[config.mk]
export PLATFORM = sky130hd
export DESIGN_NAME = pipe_ctrl
export DESIGN_NICKNAME = d
export VERILOG_FILES = /design/src/rtl/pipe_ctrl.sv
export SDC_FILE = /design/constraint.sdc
export NUM_CORES = 1
export LEC_CHECK = 0
export CAP_MARGIN = 20
export CORE_ASPECT_RATIO = 1.75
export CORE_MARGIN = 3
export CORE_UTILIZATION = 42
export CTS_CLUSTER_DIAMETER = 80
export DETAILED_ROUTE_END_ITERATION = 10
export GPL_ROUTABILITY_DRIVEN = 0
export GPL_TIMING_DRIVEN = 0
export HOLD_SLACK_MARGIN = 0.15
export PLACE_DENSITY = 0.78
export SETUP_SLACK_MARGIN = 0.05
export SLEW_MARGIN = 40
export SYNTH_ARGS = -nofsm -noshare
export SYNTH_HDL_FRONTEND = slang
export SYNTH_SLANG_ARGS = --single-unit
[constraint.sdc]
create_clock -name clk -period 2.5 [get_ports clk]
set_clock_uncertainty 0.05 [all_clocks]
set_input_delay 0.5 -clock clk [delete_from_list [all_inputs] [get_ports clk]]
set_output_delay 0.5 -clock clk [all_outputs]
set_load 0.005 [all_outputs]
[src/rtl/pipe_ctrl.sv]
//------------------------------------------------------------------------------
// pipe_ctrl : per-boundary stall/flush control, exception drain/flush/refill
//             sequencing and a stall watchdog.  Rev 1.0
//------------------------------------------------------------------------------
`default_nettype none

module pipe_ctrl #(
  parameter int REFILL_CYCLES = 2,
  parameter int WDOG_LIMIT    = 1024
) (
  input  logic        clk,
  input  logic        rst,
  input  logic        icache_miss,
  input  logic        div_busy,
  input  logic        dcache_miss,
  input  logic        mem_pending,
  input  logic        br_flush,
  input  logic [31:0] br_target,
  input  logic        exc_req,
  input  logic [31:0] exc_target,
  output logic        pc_stall,
  output logic [3:0]  stall,
  output logic [3:0]  flash,
  output logic        redirect_valid,
  output logic [31:0] redirect_pc,
  output logic        busy,
  output logic        wdog_err
);

  localparam int RW    = (REFILL_CYCLES > 1) ? $clog2(REFILL_CYCLES) : 1;
  localparam int RLOAD = (REFILL_CYCLES > 0) ? REFILL_CYCLES - 1 : 0;
  localparam int WW    = $clog2(WDOG_LIMIT + 1);
  localparam logic [RW-1:0] REFILL_LOAD = RW'(RLOAD);
  localparam logic [WW-1:0] WDOG_MAX    = WW'(WDOG_LIMIT);
  localparam logic [WW-1:0] WDOG_PRE    = WW'(WDOG_LIMIT - 1);

  typedef enum logic [1:0] {
    ST_RUN    = 2'd0,
    ST_DRAIN  = 2'd1,
    ST_FLUSH  = 2'd2,
    ST_REFILL = 2'd3
  } state_t;

  state_t          state;
  logic [31:0]     target;
  logic [RW-1:0]   refill_cnt;
  logic [WW-1:0]   wdog_cnt;
  logic            wdog_flag;

  assign wdog_err = wdog_flag;

  always_comb begin
    pc_stall       = 1'b0;
    stall          = 4'h0;
    flash          = 4'h0;
    redirect_valid = 1'b0;
    redirect_pc    = target;
    busy           = (state != ST_RUN);
    if (rst) begin
      flash = 4'hF;
      busy  = 1'b0;
    end else begin
      case (state)
        ST_RUN: begin
          if (exc_req) begin
            stall    = 4'hF;
            pc_stall = 1'b1;
          end else begin
            // The highest stalled stage takes a bubble; everything younger holds.
            if (dcache_miss) begin
              stall    = 4'b0111;
              flash    = 4'b1000;
              pc_stall = 1'b1;
            end else if (div_busy) begin
              stall    = 4'b0011;
              flash    = 4'b0100;
              pc_stall = 1'b1;
            end else if (icache_miss) begin
              flash    = 4'b0001;
              pc_stall = 1'b1;
            end
            // A stalled EX/MEM keeps the branch in EX, so it is replayed later.
            if (br_flush && !dcache_miss && !div_busy) begin
              flash[1:0]     = 2'b11;
              stall[0]       = 1'b0;
              redirect_valid = 1'b1;
              redirect_pc    = br_target;
            end
          end
        end
        ST_DRAIN: begin
          stall    = 4'hF;
          pc_stall = 1'b1;
        end
        ST_FLUSH: begin
          flash          = 4'hF;
          redirect_valid = 1'b1;
        end
        default: begin
          pc_stall = 1'b1;
          flash    = 4'b0001;
        end
      endcase
    end
  end

  always_ff @(posedge clk) begin
    if (rst) begin
      state      <= ST_RUN;
      target     <= 32'h0;
      refill_cnt <= '0;
      wdog_cnt   <= '0;
      wdog_flag  <= 1'b0;
    end else begin
      if (pc_stall) begin
        if (wdog_cnt != WDOG_MAX) begin
          wdog_cnt <= wdog_cnt + 1'b1;
          if (wdog_cnt == WDOG_PRE) wdog_flag <= 1'b1;
        end
      end else begin
        wdog_cnt <= '0;
      end

      case (state)
        ST_RUN: begin
          if (exc_req) begin
            target <= exc_target;
            state  <= mem_pending ? ST_DRAIN : ST_FLUSH;
          end
        end
        ST_DRAIN: begin
          if (!mem_pending) state <= ST_FLUSH;
        end
        ST_FLUSH: begin
          refill_cnt <= REFILL_LOAD;
          state      <= (REFILL_CYCLES > 0) ? ST_REFILL : ST_RUN;
        end
        default: begin
          if (refill_cnt == '0) state <= ST_RUN;
          else refill_cnt <= refill_cnt - 1'b1;
        end
      endcase
    end
  end

endmodule

`default_nettype wire

=== Word level (Yosys, flattened, before mapping) ===
Cells that the tools add are included.

* ROM bits: 0
* Logic and storage cells: 61
* RAM bits: 0
* Register bits: 47
* Input bits: 72
* Memories kept: 0
* Latch bits: 0
* Output and inout port bits: 44

* Multiplexer cells: 35
* Shifts and indexed selects: 0
* Add/sub/neg operators: 2
* Equality and inequality tests: 7
* Reductions and logical operators: 11
* Bitwise logic cells: 1
* Magnitude comparators: 0
* Div/mod/pow operators: 0
* Multiply operators: 0

{| class="wikitable"
|+ Operator list
! kind !! number
|-
| two-way mux 32 bit || 4
|-
| two-way mux 4 bit || 5
|-
| two-way mux 1 bit || 12
|-
| two-way mux 2 bit || 6
|-
| case mux 4 bit (3 select lines) || 1
|-
| adder 11 x 1 -> 11 bit, second input constant || 1
|-
| equality test 11 x 10 -> 1 bit, second input constant || 1
|-
| inequality test 11 bit, second input constant || 1
|-
| case mux 4 bit (2 select lines) || 1
|-
| two-way mux 3 bit || 2
|-
| case mux 1 bit (2 select lines) || 3
|-
| case mux 2 bit (3 select lines) || 1
|-
| AND reduction 3 bit || 2
|-
| inequality test 2 bit, second input constant || 2
|-
| inequality test 4 x 1 -> 1 bit, second input constant || 1
|-
| OR reduction 2 bit || 2
|-
| equality test 2 x 1 -> 1 bit, second input constant || 1
|-
| equality test 2 bit, second input constant || 1
|-
| logical AND 1 bit || 2
|-
| logical NOT 1 bit || 2
|-
| logical NOT 2 bit || 1
|-
| AND reduction 2 bit || 1
|-
| nonzero test 2 bit || 1
|-
| inverter 1 bit || 1
|-
| subtractor 1 bit, second input constant || 1
|}

=== Depth between registers and ports, before layout ===
Gate-level depths: netlist of run 1.

* Depth in word-level cells: 8
* Depth in mapped cells: 8
* Gate-level depth less buffers: 6

=== Worst setup path after synthesis of run 1 ===
No wires, ideal clock.

* Path kind: reg2out
* Start: register state[1]
* End: output port redirect_pc[0]
* Data required time: 1.950 ns
* Stages on the path, launching flop included: 8
* Slack: 0.364 ns
* Path buffers: 2
* Data arrival time: 1.586 ns
* Cells stage by stage: dfxtp_1 inv_1 ha_1 buf_4 nor4b_4 nand3b_4 buf_6 mux2_4

* Word-level cells in the longest chain between the ends: 3

{| class="wikitable"
|+ RTL lines
! item !! RTL line !! source
|-
| from (decl) || 44 || <nowiki>state_t state;</nowiki>
|-
| from (signal assigned) || 128 || <nowiki>state <= mem_pending ? ST_DRAIN : ST_FLUSH;</nowiki>
|-
| from (signal assigned) || 136 || <nowiki>state <= (REFILL_CYCLES > 0) ? ST_REFILL : ST_RUN;</nowiki>
|-
| logical NOT 2 bit || 63 || <nowiki>case (state)</nowiki>
|-
| two-way mux 32 bit || 63 ||
|-
| two-way mux 32 bit || 59 || <nowiki>if (rst) begin</nowiki>
|-
| to (decl) || 25 || <nowiki>output logic [31:0] redirect_pc,</nowiki>
|}

No other way between the ends.

=== Worst setup path in the final report of run 1 ===
* Start: register state[0]
* End: output port redirect_pc[9]

The elaborated chain is that of the path after synthesis.

==> impl_metrics.toml, run 1 <==
[status]
run_status = "complete, but fails checks"
failed_checks = "setup timing"

[global_route]
antenna_found_initial = 0
globalRoute.totalOverflow = 0
pin_count_of_the_biggest_net_entering_global_routing = 16
global_route_wire_length_before_repair_microns = 11900
grtUsageTotal_pct = 21.6
first_global_vias = 2520

[final_layout]
utilization_pct = 72.8
share_of_cells_above_drive_strength_1_pct = 29.3
area_added_between_synthesis_and_finish_pct = 64.4
layout.cells.non_filler = 502
design.final.nets = 504
antenna_cells = 0

[die]
floorplan.die.height_microns = 108
die-area_sq_um = 6990
initial_utilization_pct = 44.3
fp.dieW_microns = 64.5
number_of_rows_in_the_core_area = 36
boundaryPins = 116
core_sq_um = 5680

[synthesis]
synth.yosys.seq_area_share_pct = 37.4
synth_largest_area_cell = "dfxtp_1"
yosys_register_bits = 47
post_synth_instance_area_sq_um = 2510
biggest_area_contributors_in_the_synthesized_netlist = "dfxtp_1 37%, mux2_4 17%, nand2_1 11%, a21oi_1 8.4%, ha_1 3.0%"
async_reset_ff_share_pct = 0
share_of_the_synthesized_area_in_the_top_cell_type_pct = 37.4
synth.net_count = 365
synth_cell_types = 37
synth_warnings = 0
leading_cell_type_by_number_of_instances_after_synthesis = "nand2_1"
synthesis.area_per_instance_sq_um = 8.76
commonest_cells_in_the_synthesized_netlist = "72 x nand2_1, 47 x dfxtp_1, 42 x a21oi_1"
postSynthCellCount = 287
ys_dominant_reg_cell = "dfxtp_1"
synth_edf_count = 0

[clocking]
clock_insertion_delay_worst_skew_ns = 0.29
htree_num_levels = 2
cts_made_buffers = 5
clock_transition_at_the_register_clock_pins_on_the_worst_setup_and_hold_paths_after_cts_ns = 0.08
clock-sinks = 47
root_buffer = "clkbuf_8"
cts.path.max_buffers = 2
tritoncts_clock_tree = "yes"

[setup_path]
critPathCaptureType = "output pin"
r2r-start = "state[1]"
startpoint = "state[0]"
cp-start-kind = "flip-flop"
r2r.worst_path.cells = 9
crit-reg2reg-capture = "state[0]"
cp_data_required_time_ns = 1.95
crit_path_end = "redirect_pc[9]"
cp_max_fo = 5
worst-r2r-setup-slack_ns = 0.37
worst-setup-path-type = "reg -> out"
critical_path_arrival_ns = 2.03

[sta]
worstMarginPinSlew_ns = 0.472
post-route-worst-setup-slack_ns = -0.0760
maxSlewHeadroom_pct = 68.5
rsz_0062_raised_after_global_routing = "yes"
finalMaxSlewViolations = 0
max_freq_mhz = 388
final.hold.worst_slack_ns = 0.407
finalSetupViolCount = 32
final_hold_viol_count = 0
setup_total_negative_slack_ns = -1.95
finalWorstPathRequiredPeriod_ns = 2.58
layout_worst_path_cycle_share_pct = 103

[route]
vias_per_cell = 5.07
detailedRoute.firstIterationViolations = 101
post-route-drc-count = 0
vias = 2546
drtPass1Iterations = 4
post_drt_wl_per_cell_microns = 15.2
drtAntennaViolNets = 0
drt_wl_total_microns = 7650

[power_and_ir_drop]
vdd_ir_drop_max_uv = 634
powerDensity_nw_per_um2 = 687
cellLeakagePower_nw = 1.81
p_total_mw = 2.84

[place]
dp_cells = 477
place.port_buffers = 114
dp.final_hpwl_microns = 5490

[hold_path]
worstHoldPathType = "reg -> reg"

[job]
max_cap_viol_count = 0
through the flow:
stage	area, sq um	setup slack [ns]
detailed placement	3750	-0.763
floorplan	2510	0.364
global route	4130	-0.162
global placement	3750	-0.739
CTS	4100	-0.181
finish	4130	-0.0760
critical path, cell delays in order (launching register included):
cell and delay (ns):
dfxtp_2 0.33, inv_2 0.07, ha_4 0.16, nor4b_4 0.31, nand3b_4 0.15, buf_6 0.17, buf_12 0.13, mux2_4 0.30
buf_6 0.12
routing by layer:
layer / track usage (%) / vias to the layer above / wire length [microns]
met1: 23.2 / 1184 / 2780
li1: - / 1247 / -
met2: 40.4 / 98 / 4210
met3: 3.85 / 17 / 413
met4: 9.68 / 0 / 250
met5: 0 / - / 0
worst min path at each step:
stage          slack, ns  startpoint  depth (start not counted)         end
2_1_floorplan       0.38  target[29]                          2  target[29]
3_3_place_gp        0.39  target[30]                          2  target[30]
3_5_place_dp        0.40  target[16]                          2  target[16]
4_1_cts             0.41   target[6]                          2   target[6]
5_1_grt             0.43  target[16]                          2  target[16]
6_report            0.41  target[15]                          2  target[15]
flip-flops by register name (all words and copies together) (netlist names):
| signal | flops |
|---|---|
| refill_cnt | 1 |
| state | 2 |
| target | 32 |
| wdog_cnt | 11 |
| wdog_err | 1 |
cell families after synthesis:
| logic type | count (synthesis) | synth area share, % |
|---|---|---|
| adder cells (fa/ha/maj) | 6 | 2.99 |
| multiplexers | 33 | 19.1 |
| AO/OA/AOI/OAI | 56 | 12.0 |
| AND/OR/NAND/NOR | 110 | 20.7 |
| XOR/XNOR | 6 | 2.09 |
| flip-flops | 47 | 37.4 |
| buffers and inverters | 29 | 5.72 |
timing repair:
action,4_1_cts,5_1_grt
pin swaps,5,4
cloned,3,0
resized for setup,203,22
endpoints found under the setup margin,42,39
setup buffers,14,4
hold buffers,0,0
where the power goes:
| group | internal, mW | total [mW] | switching, mW | leakage (nW) |
|---|---|---|---|---|
| Clock | 0.192 | 0.444 | 0.252 | 0.0440 |
| Sequential | 0.870 | 0.943 | 0.0735 | 0.385 |
| Combinational | 0.810 | 1.45 | 0.642 | 1.38 |
| Total | 1.87 | 2.84 | 0.967 | 1.81 |
cell usage in the layout (no fill, tap or decap), types with 3 or more instances in the layout:
cell type	synthesis	routed
inv_2	0	3
clkbuf_2	0	4
clkdlybuf4s50_1	0	72
ha_1	6	4
nand3b_1	3	3
o21ai_0	6	5
mux2_2	3	3
nand3_1	6	6
a21oi_1	42	41
xnor2_1	3	3
dfxtp_1	47	45
xor2_1	3	3
o31ai_1	3	3
nand2_1	72	71
mux2_4	29	29
buf_2	4	9
clkbuf_1	9	6
buf_6	3	35
buf_4	2	14
buf_12	0	4
nor2_1	12	11
dlygate4sd2_1	0	4
inv_1	11	7
clkbuf_8	0	5
area by class of cell:
| class | count | area (sq um) |
|---|---|---|
| Sequential cell | 47 | 946 |
| Clock buffer | 5 | 68.8 |
| Tap cell | 76 | 95.1 |
| Clock inverter | 2 | 13.8 |
| Multi-Input combinational cell | 211 | 1490 |
| Fill cell | 438 | 1540 |
| Buffer | 16 | 126 |
| Timing Repair Buffer | 134 | 1350 |
| Inverter | 11 | 43.8 |
(Power assumes the default switching activity.)
==> run 2: changes to the inputs <==
--- a/config.mk
+++ b/config.mk
@@ -15,7 +15,6 @@
 export GPL_TIMING_DRIVEN = 0
 export HOLD_SLACK_MARGIN = 0.15
 export PLACE_DENSITY = 0.78
-export SETUP_SLACK_MARGIN = 0.05
 export SLEW_MARGIN = 40
 export SYNTH_ARGS = -nofsm -noshare
 export SYNTH_HDL_FRONTEND = slang
==> run 2 against run 1 <==
Effect of this change:
- the flow still finishes with violations (setup timing)
- design area decreased by 0.24%
- global-route usage hardly changed
- total power decreased by 0.64%
- sequential share of layout area rose by 0.056 points
- routed wire length fell by 1.1%
- sequential power hardly changed
- combinational power about the same
- critical endpoint unchanged
- largest cell class is now non-clock buffers
- largest power group unchanged
==> impl_metrics.toml, run 2 (synthesis gave the netlist of run 1 again) <==
[final_layout]
utilization_pct = 72.6
top_regs = "target (32), wdog_cnt (11), state (2)"
top_register = "target"
largest_reg_flops = 32
multiInputGateArea_sq_um = 1470
layout.cells.most_common_list = "72 x clkdlybuf4s50_1, 71 x nand2_1, 45 x dfxtp_1"
layout_commonest_cell = "clkdlybuf4s50_1"
nFillCells = 438
antenna_cells = 0
seqCellArea_sq_um = 946
design.final.nets = 504
area_added_between_synthesis_and_finish_pct = 64.0
share_of_cells_above_drive_strength_1_pct = 28.4

[clocking]
htree_num_levels = 2
cts.path.max_buffers = 2
root_buffer = "clkbuf_8"
tritoncts_clock_tree = "yes"
clock-sinks = 47
cts_made_buffers = 5
clock_insertion_delay_worst_skew_ns = 0.29
clock_transition_at_the_register_clock_pins_on_the_worst_setup_and_hold_paths_after_cts_ns = 0.08
hold_buffers = 0

[sta]
worstMarginPinSlew_ns = 0.472
max_freq_mhz = 389
finalMaxSlewViolations = 0
finalWorstPathRequiredPeriod_ns = 2.57
maxSlewHeadroom_pct = 68.5
layout_worst_path_cycle_share_pct = 103
finalSetupViolCount = 31
rsz_0062_raised_after_global_routing = "yes"
post-route-worst-setup-slack_ns = -0.0708
final_hold_viol_count = 0

[power_and_ir_drop]
power.share.combinational_pct = 50.8
clock_power_share_pct = 15.7
power.share.sequential_pct = 33.5
cellLeakagePower_nw = 1.81
swShare_pct = 33.9
vdd_ir_drop_max_uv = 639
powerDensity_nw_per_um2 = 684
cellInternalPower_mw = 1.86
p_total_mw = 2.82
netSwitchingPower_mw = 0.956

[global_route]
globalRoute.totalOverflow = 0
first_global_vias = 2511
global_route_wire_length_before_repair_microns = 11800
grtUsageTotal_pct = 21.6
antenna_found_initial = 0
pin_count_of_the_biggest_net_entering_global_routing = 16

[status]
run_status = "complete, but fails checks"
failed_checks = "setup timing"

[setup_path]
crit_path_max_incr_delay_ns = 0.34
buf_inv_stages_crit_path = 4
critPathCaptureType = "output pin"
critical_path_arrival_ns = 2.02
timing.critical_path.max_delay_family = "buffers and inverters"
cp_data_required_time_ns = 1.95
cp-start-kind = "flip-flop"
critical-path-slowest-cell = "dfxtp_2"
critical-path-top-cell-by-count = "buf_6"
critical_path.cell_chain = "inv_2 -> ha_4 -> nor4b_4 -> nand3b_4 -> buf_6 -> buf_12 -> mux2_4 -> buf_6"
cp_max_fo = 5
worst-setup-path-type = "reg -> out"

[route]
detailedRoute.firstIterationViolations = 104
topRoutingLayerUsed = "met4"
drtPass1Iterations = 4
detailroute.wirelength.met3_microns = 412
vias = 2564
met1_wire_length_microns = 2710
drt_wl_total_microns = 7570
drtAntennaViolNets = 0
vias_per_cell = 5.11
post_drt_wl_per_cell_microns = 15.1
post-route-drc-count = 0
route.met2.wl_microns = 4190

[hold_path]
worstHoldPathType = "reg -> reg"

[die]
die-area_sq_um = 6990
floorplan.die.height_microns = 108
initial_utilization_pct = 44.3
boundaryPins = 116
number_of_rows_in_the_core_area = 36
core_sq_um = 5680
fp.dieW_microns = 64.5

[place]
dp.final_hpwl_microns = 5490
pre_cts_slack_ns = -0.763
place.port_buffers = 114

[job]
max_cap_viol_count = 0
run 2: changes by cell type in the layout (fill, tap and decap cells not counted), sizes merged:
cell | previous run | this run
buf | 64 | 60
clkbuf | 15 | 18
clkdlybuf4s15 | 0 | 1
run 2: per-layer routing:
metal / vias to the layer above / GRT usage (%)
met1: 1193 / 23.2
li1: 1247 / -
met2: 104 / 40.5
met4: 0 / 9.08
met3: 20 / 3.85
met5: - / 0
run 2: worst paths after layout:
| kind | depth (start not counted) | from | endpoint | slack, ns |
|---|---|---|---|---|
| worst min register to register | 2 | target[15] | target[15] | 0.41 |
| worst max register to register | 9 | state[0] | state[0] | 0.35 |
| worst max-delay path | 8 | state[0] | redirect_pc[9] | -0.07 |
| worst min-delay path | 2 | target[15] | target[15] | 0.41 |
run 2: final cells by class:
| type | count | share of cell area [%] |
|---|---|---|
| Clock buffer | 5 | 1.67 |
| Buffer | 16 | 3.04 |
| Inverter | 11 | 1.06 |
| Sequential cell | 47 | 23.0 |
| Multi-Input combinational cell | 211 | 35.7 |
| Tap cell | 76 | 2.31 |
| Clock inverter | 2 | 0.334 |
| Timing Repair Buffer | 134 | 32.9 |
run 2: stage by stage:
step	cells	hold slack (ns)	area [sq um]	TNS, ns
3_5_place_dp	477	0.399	3750	-25.53
5_1_grt	502	0.433	4120	-4.41
3_3_place_gp	477	0.391	3750	-24.96
4_1_cts	500	0.412	4100	-4.84
2_1_floorplan	287	0.383	2510	0
6_report	502	0.407	4120	-1.79
run 2: tightest hold or removal path: cells and delay by family, from the launching register on:
family,cells,cell delay (ns)
AND/OR/NAND/NOR,1,0.05
AO/OA/AOI/OAI,1,0.05
flip-flops,1,0.32
run 2: power by group through the flow:
stage | Sequential [mW] | Combinational [mW] | Clock (mW)
2_1_floorplan | 0.936 | 0.668 | 0
3_3_place_gp | 0.952 | 1.18 | 0
3_5_place_dp | 0.958 | 1.21 | 0
4_1_cts | 0.941 | 1.38 | 0.452
5_1_grt | 0.958 | 1.56 | 0.495
6_report | 0.946 | 1.43 | 0.443
run 2: repair_timing:
action	in CTS	in global routing
pin swaps	5	5
gates resized for setup	193	21
endpoints found under the hold margin	0	0
setup endpoints to repair	42	39
buffers inserted	14	4
cloned	3	0
==> run 3: changes to the inputs <==
--- a/config.mk
+++ b/config.mk
@@ -10,10 +10,11 @@
 export CORE_MARGIN = 3
 export CORE_UTILIZATION = 42
 export CTS_CLUSTER_DIAMETER = 80
+export CTS_CLUSTER_SIZE = 30
 export DETAILED_ROUTE_END_ITERATION = 10
 export GPL_ROUTABILITY_DRIVEN = 0
 export GPL_TIMING_DRIVEN = 0
-export HOLD_SLACK_MARGIN = 0.15
+export HOLD_SLACK_MARGIN = 0.05
 export PLACE_DENSITY = 0.78
 export SLEW_MARGIN = 40
 export SYNTH_ARGS = -nofsm -noshare
==> results of run 3 <==
Final layout, timing and power as in run 2 (identical DEF).
